$ cat config.mk
export PLATFORM = sky130hd
export DESIGN_NAME = mux_pipe_sel
export DESIGN_NICKNAME = d
export VERILOG_FILES = /design/src/rtl/mux_pkg.sv /design/src/rtl/mux_n_to_1.sv /design/src/rtl/mux_pipe_sel.sv
export SDC_FILE = /design/constraint.sdc
export NUM_CORES = 1
export LEC_CHECK = 0
export ABC_AREA = 1
export ABC_CLOCK_PERIOD_IN_PS = 1400
export CORE_MARGIN = 2
export CORE_UTILIZATION = 43
export DETAILED_ROUTE_END_ITERATION = 10
export PLACE_DENSITY = 0.82
export SLEW_MARGIN = 20
export SYNTH_ARGS = -nofsm -noshare
export SYNTH_HDL_FRONTEND = slang
export SYNTH_SLANG_ARGS = --single-unit
$ cat constraint.sdc
create_clock -name Clk -period 1.4 [get_ports Clk]
set_input_delay 0.14 -clock Clk [delete_from_list [all_inputs] [get_ports Clk]]
set_output_delay 0.14 -clock Clk [all_outputs]
set_load 0.01 [all_outputs]
$ cat src/rtl/mux_pkg.sv
// Shared types and helpers for the registered N-to-1 select mux.
package mux_pkg;

  typedef enum logic [1:0] {
    ST_EMPTY,
    ST_ONE,
    ST_TWO
  } state_t;

  // Select width never collapses to zero bits, even for degenerate NUM_IN.
  function automatic int sel_width(input int n);
    return (n <= 2) ? 1 : $clog2(n);
  endfunction

endpackage

$ cat src/rtl/mux_n_to_1.sv
// Combinational NUM_IN-to-1 word select; out-of-range selects fall back to the
// last input and raise sel_err.
module mux_n_to_1
  import mux_pkg::*;
#(
  parameter int WIDTH  = 32,
  parameter int NUM_IN = 4,
  localparam int SEL_W = sel_width(NUM_IN)
) (
  input  logic [NUM_IN*WIDTH-1:0] in_data,
  input  logic [SEL_W-1:0]        sel,
  output logic [WIDTH-1:0]        data,
  output logic                    sel_err
);

  always_comb begin
    data    = in_data[(NUM_IN-1)*WIDTH +: WIDTH];
    sel_err = (int'(sel) >= NUM_IN);
    for (int k = 0; k < NUM_IN - 1; k++) begin
      if (int'(sel) == k) data = in_data[k*WIDTH +: WIDTH];
    end
  end

endmodule

$ cat src/rtl/mux_pipe_sel.sv
// Registered N-to-1 select with valid/ready handshake, a 2-entry skid buffer
// (OUT + SKID) and a synchronous flush that drops every held word.
module mux_pipe_sel
  import mux_pkg::*;
#(
  parameter int WIDTH  = 32,
  parameter int NUM_IN = 4,
  localparam int SEL_W = sel_width(NUM_IN)
) (
  input  logic                    Clk,
  input  logic                    Reset_n,
  input  logic [NUM_IN*WIDTH-1:0] in_data,
  input  logic [SEL_W-1:0]        in_sel,
  input  logic                    in_valid,
  output logic                    in_ready,
  input  logic                    flush,
  output logic [WIDTH-1:0]        out_data,
  output logic                    out_sel_err,
  output logic                    out_valid,
  input  logic                    out_ready
);

  logic [WIDTH-1:0] mux_data_p0;
  logic             mux_err_p0;

  mux_n_to_1 #(
    .WIDTH  (WIDTH),
    .NUM_IN (NUM_IN)
  ) u_mux (
    .in_data (in_data),
    .sel     (in_sel),
    .data    (mux_data_p0),
    .sel_err (mux_err_p0)
  );

  state_t           state_q, state_d;
  logic             in_ready_q, in_ready_d;
  logic             acc, emit;
  logic             load_out, load_skid, skid_to_out;
  logic [WIDTH-1:0] out_data_p1, skid_data_p1;
  logic             out_err_p1, skid_err_p1;
  logic             vld_p1;

  assign vld_p1 = (state_q != ST_EMPTY);
  assign acc    = in_valid & in_ready_q;
  assign emit   = vld_p1 & out_ready;

  always_comb begin
    state_d     = state_q;
    load_out    = 1'b0;
    load_skid   = 1'b0;
    skid_to_out = 1'b0;
    unique case (state_q)
      ST_EMPTY: begin
        if (acc) begin
          state_d  = ST_ONE;
          load_out = 1'b1;
        end
      end
      ST_ONE: begin
        if (acc && emit) begin
          load_out = 1'b1;
        end else if (acc) begin
          state_d   = ST_TWO;
          load_skid = 1'b1;
        end else if (emit) begin
          state_d = ST_EMPTY;
        end
      end
      ST_TWO: begin
        if (emit) begin
          state_d     = ST_ONE;
          skid_to_out = 1'b1;
        end
      end
      default: state_d = ST_EMPTY;
    endcase
    // Flush only clears occupancy; data registers keep their last contents.
    if (flush) begin
      state_d     = ST_EMPTY;
      load_out    = 1'b0;
      load_skid   = 1'b0;
      skid_to_out = 1'b0;
    end
    in_ready_d = (state_d != ST_TWO);
  end

  always_ff @(posedge Clk or negedge Reset_n) begin
    if (!Reset_n) begin
      state_q    <= ST_EMPTY;
      in_ready_q <= 1'b1;
    end else begin
      state_q    <= state_d;
      in_ready_q <= in_ready_d;
    end
  end

  // Stage p0 -> p1: selected word lands in OUT, or in SKID while OUT is stalled.
  always_ff @(posedge Clk or negedge Reset_n) begin
    if (!Reset_n) begin
      out_data_p1  <= '0;
      out_err_p1   <= 1'b0;
      skid_data_p1 <= '0;
      skid_err_p1  <= 1'b0;
    end else begin
      if (load_out) begin
        out_data_p1 <= mux_data_p0;
        out_err_p1  <= mux_err_p0;
      end else if (skid_to_out) begin
        out_data_p1 <= skid_data_p1;
        out_err_p1  <= skid_err_p1;
      end
      if (load_skid) begin
        skid_data_p1 <= mux_data_p0;
        skid_err_p1  <= mux_err_p0;
      end
    end
  end

  assign in_ready    = in_ready_q;
  assign out_valid   = vld_p1;
  assign out_data    = out_data_p1;
  assign out_sel_err = out_err_p1;

endmodule

== Word-level counts from Yosys, hierarchy flattened ==
Index checks and enable logic that the tools add are counted.
Storage, ports and cells
  RAM bits: 0
  bits in latches: 0
  flip-flop bits (word level): 68
  logic and storage cells: 41
  memories: 0
  output and inout port bits: 35
  bits in read-only memories: 0
Cells by class
  magnitude comparators: 0
  divide/modulo/power cells: 0
  reduce and logical (&&, ||, !) cells: 5
  muxes and demuxes: 24
  shift operators: 0
  bitwise operators: 2
  $add $sub $neg: 0
  multipliers: 0
  equality and inequality tests: 5
Operators by type and width (number)
  two-way mux 32 bit: 5
  two-way mux 2 bit: 6
  two-way mux 1 bit: 11
  equality test 2 bit, second input constant: 3
  one-hot mux 2 bit (3 select lines): 1
  zero test 2 bit: 2
  nonzero test 2 bit: 2
  bitwise AND 1 bit: 2
  equality test 2 x 1 -> 1 bit, second input constant: 1
  != test 2 bit, second input constant: 1
  one-hot mux 1 bit (2 select lines): 1
  logical AND 1 bit: 1

== Logic depth before layout (Yosys ltp) ==
  depth after elaboration: 8
  gate-level depth with buffers: 8

== Modules after synthesis ==
Synthesis repeated with hierarchy kept, for this count alone.
Unflattened totals
  cell total of the unflattened synthesis: 692
  area total of the unflattened synthesis: 4456.8 um2
By module, submodules not included
  mux_pipe_sel: times used 1, cells each 410, area each 3244.4 um2
  mux_n_to_1: times used 1, cells each 282, area each 1212.4 um2

== Worst setup path after synthesis ==
OpenSTA, ideal clock, no wires.
  kind: reg2reg
  start: register in_ready_q (netlist: in_ready)
  end: register skid_data_p1[10]
  library setup time: 0.117 ns
  cell stages (with the launch flop): 9
  period minus slack after synthesis: 1.332 ns
  slack: 0.068 ns
  buffers on the path: 1
  required time: 1.283 ns
  arrival time: 1.215 ns
  cell sequence: dfstp_2 -> nand2_1 -> inv_1 -> nand2_1 -> nor2_4 -> inv_2 -> buf_2 -> nand2_1 -> nand2_1
On the way
  longest elaborated chain between the ends: 5
Ends and longest elaborated chain
  from (decl): RTL line mux_pipe_sel.sv:37  | logic in_ready_q, in_ready_d;
  from (signal assigned): RTL line mux_pipe_sel.sv:94  | in_ready_q <= in_ready_d;
  bitwise AND 1 bit (*): RTL line mux_pipe_sel.sv:45  | assign acc = in_valid & in_ready_q;
  two-way mux 1 bit / logical AND 1 bit (equally long branches): RTL line mux_pipe_sel.sv:63, mux_pipe_sel.sv:61
  two-way mux 1 bit (*): RTL line mux_pipe_sel.sv:61  | if (acc && emit) begin
  two-way mux 1 bit (*): RTL line mux_pipe_sel.sv:53  | unique case (state_q)
  two-way mux 1 bit (*): RTL line mux_pipe_sel.sv:79  | if (flush) begin
  to (signal assigned): RTL line mux_pipe_sel.sv:114  | skid_data_p1 <= mux_data_p0;
  to (decl): RTL line mux_pipe_sel.sv:40  | logic [WIDTH-1:0] out_data_p1, skid_data_p1;
Mark *: on every way between the ends. The rest lies on a longest branch, timed or not.
A chain may end at the register's enable or synchronous reset.

== Worst setup path after layout ==
  start: register in_ready_q (netlist: in_ready)
  end: register out_data_p1[13] (netlist: out_data[13])
On the way
  longest elaborated chain between the ends: 6
Ends and longest elaborated chain
  bitwise AND 1 bit (*): RTL line mux_pipe_sel.sv:45
  logical AND 1 bit: RTL line mux_pipe_sel.sv:61
  two-way mux 1 bit: RTL line mux_pipe_sel.sv:61
  one-hot mux 1 bit (2 select lines) (*): RTL line mux_pipe_sel.sv:53
  two-way mux 1 bit (*): RTL line mux_pipe_sel.sv:79
  two-way mux 32 bit / nonzero test 2 bit (equally long branches)
  to (signal assigned): RTL line mux_pipe_sel.sv:107  | out_data_p1 <= mux_data_p0;
  to (signal assigned): RTL line mux_pipe_sel.sv:110  | out_data_p1 <= skid_data_p1;
  to (decl): RTL line mux_pipe_sel.sv:40
Marks and branches as above.

==> flow_metrics.env <==
export IMPL_status="finished, violations left"
export IMPL_violations="negative setup slack"
export IMPL_antenna_found_initial=0
export IMPL_final_instance_count_excl_fill=852
export IMPL_core_region_area_um2=8720
export IMPL_wl_per_cell_um=16.8
export IMPL_syn_avg_cell_area_um2=7.03
export IMPL_rows=34
export IMPL_cts_buffers=9
export IMPL_viasPerCell=5.50
export IMPL_grt_overflow=0
export IMPL_vias=4687
export IMPL_critical_path_top_delay_family="flip-flops"
export IMPL_syn_area_um2=3870
export IMPL_rsz0062_at_grt="yes"
export IMPL_worst_slack_ns=-0.0310
export IMPL_synth_area_leader_cell="dfrtp_1"
export IMPL_dr_wl_met2_um=7120
export IMPL_dr_wl_met3_um=1270
export IMPL_portBuffers=168
export IMPL_nets=874
export IMPL_cap_violations=0
export IMPL_hpwlAfterDp_um=9780
export IMPL_cts_root_buf="clkbuf_8"
export IMPL_min_path_type="input port to asynchronous set/reset pin"
export IMPL_worst_pin_slew_ns=0.537
export IMPL_synth_cell_types=20
export IMPL_yosysTopAreaCellShare_pct=42.6
export IMPL_synth_area_top_cells="dfrtp_1, nand3_1, nand2_1"
export IMPL_timing_final_crit_period_ns=1.43
export IMPL_h_tree_depth=3
export IMPL_route_detailed_drc=0
export IMPL_drt_total_wl_um=14300
export IMPL_start_util_pct=44.4
export IMPL_path_cells="nand2_2 -> inv_2 -> buf_4 -> nand3_4 -> inv_8 -> clkbuf_16 -> nand3_1 -> nand3_1"
export IMPL_grt_pass1_wl_um=22100
export IMPL_clk_pin_slew_ns=0.08
export IMPL_ant_nets=0
export IMPL_crit_buf_inv=4
export IMPL_drt_pass1_iterations=7
export IMPL_pre_cts_ws_ns=-0.158
export IMPL_cpPeakStageDelay_ns=0.54
export IMPL_p_per_area_nw_per_um2=964
export IMPL_finalPower_mw=6.14
export IMPL_yosys_most_used_dff="dfrtp_1"
export IMPL_fin_crit_sh_pct=102
export IMPL_critPathArrivalTime_ns=1.72
export IMPL_finalSetupViolCount=25
export IMPL_max_vdd_ir_drop_uv=554
export IMPL_syn_to_final_growth_pct=64.4
export IMPL_grt_max_degree=68
export IMPL_crit_type="flip-flop to flip-flop"
export IMPL_crit_start="in_ready"
export IMPL_synth_nets=686
export IMPL_synth_edff_count=0
export IMPL_drt_first_iter_violations=337
export IMPL_clock_latency_ns=0.35
export IMPL_async_flop_share_pct=100
export IMPL_p_leak_nw=3.11
export IMPL_critPathSlowestCell="dfstp_2"
export IMPL_die_x_um=98.9
export IMPL_drv_slew=0
export IMPL_seq_area_frac_synth_pct=43.3
export IMPL_cts_tree="yes"
export IMPL_clkSinkCount=67
export IMPL_ios=170
export IMPL_track_usage_pct=28.2
export IMPL_grt_pass1_vias=4593
export IMPL_ys_ff_latch=67
export IMPL_antenna_cells=0
export IMPL_r2r_start="in_ready"
export IMPL_skew_ns=0.00767
export IMPL_clock_fmax_mhz=699
export IMPL_yosys_warnings=0
export IMPL_crit_path_end_kind="flip-flop"
export IMPL_critPathMaxFanout=7
export IMPL_drive_gt1_share_pct=13.2
export IMPL_r2r_slack_ns=-0.03
export IMPL_relSlewSlack_pct=64.1
export IMPL_floorplan_die_area_um2=9780
export IMPL_cts_buffer_depth=2
export IMPL_gp_congestion=0.911
export IMPL_cp_required_ns=1.69
export IMPL_highest_layer="met4"
export IMPL_hold_viol=0
export IMPL_dpl_cell_count=824
export IMPL_syn_inst=551
export IMPL_critPathLaunchType="flip-flop"
export IMPL_crit_top_cell="nand3_1"
export IMPL_die_h_um=98.9
export IMPL_synthTopCellsByCount="nand3_1, nand2_1, dfrtp_1"
export IMPL_synth_most_common_cell="nand3_1"
export IMPL_wl_met1_um=5530
power by group:
part	switching, mW	internal (mW)
Combinational	0.873	0.970
Clock	0.792	0.870
Sequential	0.258	2.37
area by class of cell:
type	count	area [um2]
Clock buffer	10	138
Sequential cell	67	1680
Tap cell	108	135
Multi-Input combinational cell	403	1950
Inverter	43	171
Fill cell	653	2350
Clock inverter	6	63.8
Timing Repair Buffer	215	2230
per-layer routing:
| metal | global-route usage (%) | vias up |
|---|---|---|
| li1 | - | 2195 |
| met1 | 36.3 | 2170 |
| met2 | 47.9 | 281 |
| met3 | 4.61 | 41 |
| met4 | 10.6 | 0 |
| met5 | 0 | - |
sequential cells by signal (all words and copies together), names as in the netlist:
signal / count
in_ready: 1
out_data: 32
skid_data_p1: 32
state_q: 2
through the flow:
step	TNS, ns	utilization, %	cell area (um2)	hold slack (ns)
floorplan	0	-	3870	-0.156
global placement	-6.29	67.1	5850	0.181
detailed placement	-8.08	67.1	5850	0.186
CTS	-0.214	70.3	6130	0.345
global route	-4.32	73.0	6370	0.364
finish	-0.237	73.0	6370	0.327
worst register-to-register path: stages (launching register included):
cell and delay (ns):
dfstp_2 0.54, nand2_2 0.06, inv_2 0.06, buf_4 0.12, nand3_4 0.13, inv_8 0.14, clkbuf_16 0.16, nand3_1 0.07
nand3_1 0.09
logic make-up (layout without fill, tap and decap cells):
kind of cell	after synthesis	count (layout)	share of synthesized area (%)
other	1	1	0.0968
buffers and inverters	81	274	9.33
and+or+nand+nor	367	367	42.7
AOI/OAI and AO/OA	35	35	4.55
DFF	67	67	43.3
cells in the final DEF, fill, tap and decap left out, types with 2 or more instances in the layout:
master | synthesis | layout
inv_1 | 37 | 36
clkinvlp_4 | 0 | 2
clkinv_2 | 0 | 2
clkdlybuf4s50_1 | 0 | 133
buf_4 | 8 | 26
nand3_2 | 2 | 13
nand2_2 | 1 | 5
clkbuf_16 | 0 | 3
buf_8 | 0 | 3
o21ai_0 | 29 | 29
nor2_4 | 2 | 4
buf_6 | 0 | 4
dlymetal6s2s_1 | 0 | 7
nand2_1 | 165 | 161
inv_2 | 6 | 5
buf_12 | 0 | 9
dfrtp_1 | 66 | 66
dlygate4sd2_1 | 0 | 26
nand3_1 | 193 | 179
nand3_4 | 0 | 3
clkbuf_8 | 0 | 10
o21ai_1 | 4 | 4
repair_timing:
action / in CTS / in global routing
setup endpoints to repair: 52 / 74
setup buffers: 6 / 1
gates cloned: 1 / 3
hold endpoints to repair: 66 / 0
hold buffers: 1 / 0
resized for setup: 40 / 39
pin swaps: 1 / 9
path summary, 6_finish.rpt:
kind	to	depth (start not counted)
min in group Clk	skid_data_p1[7]	5
worst max register to register	out_data[13]	8
max in group asynchronous	in_ready	3
worst max-delay path	out_data[13]	8
worst min register to register	skid_data_p1[3]	2
worst min-delay path	skid_data_p1[7]	3
No activity file was read; power rests on OpenSTA's default activity.
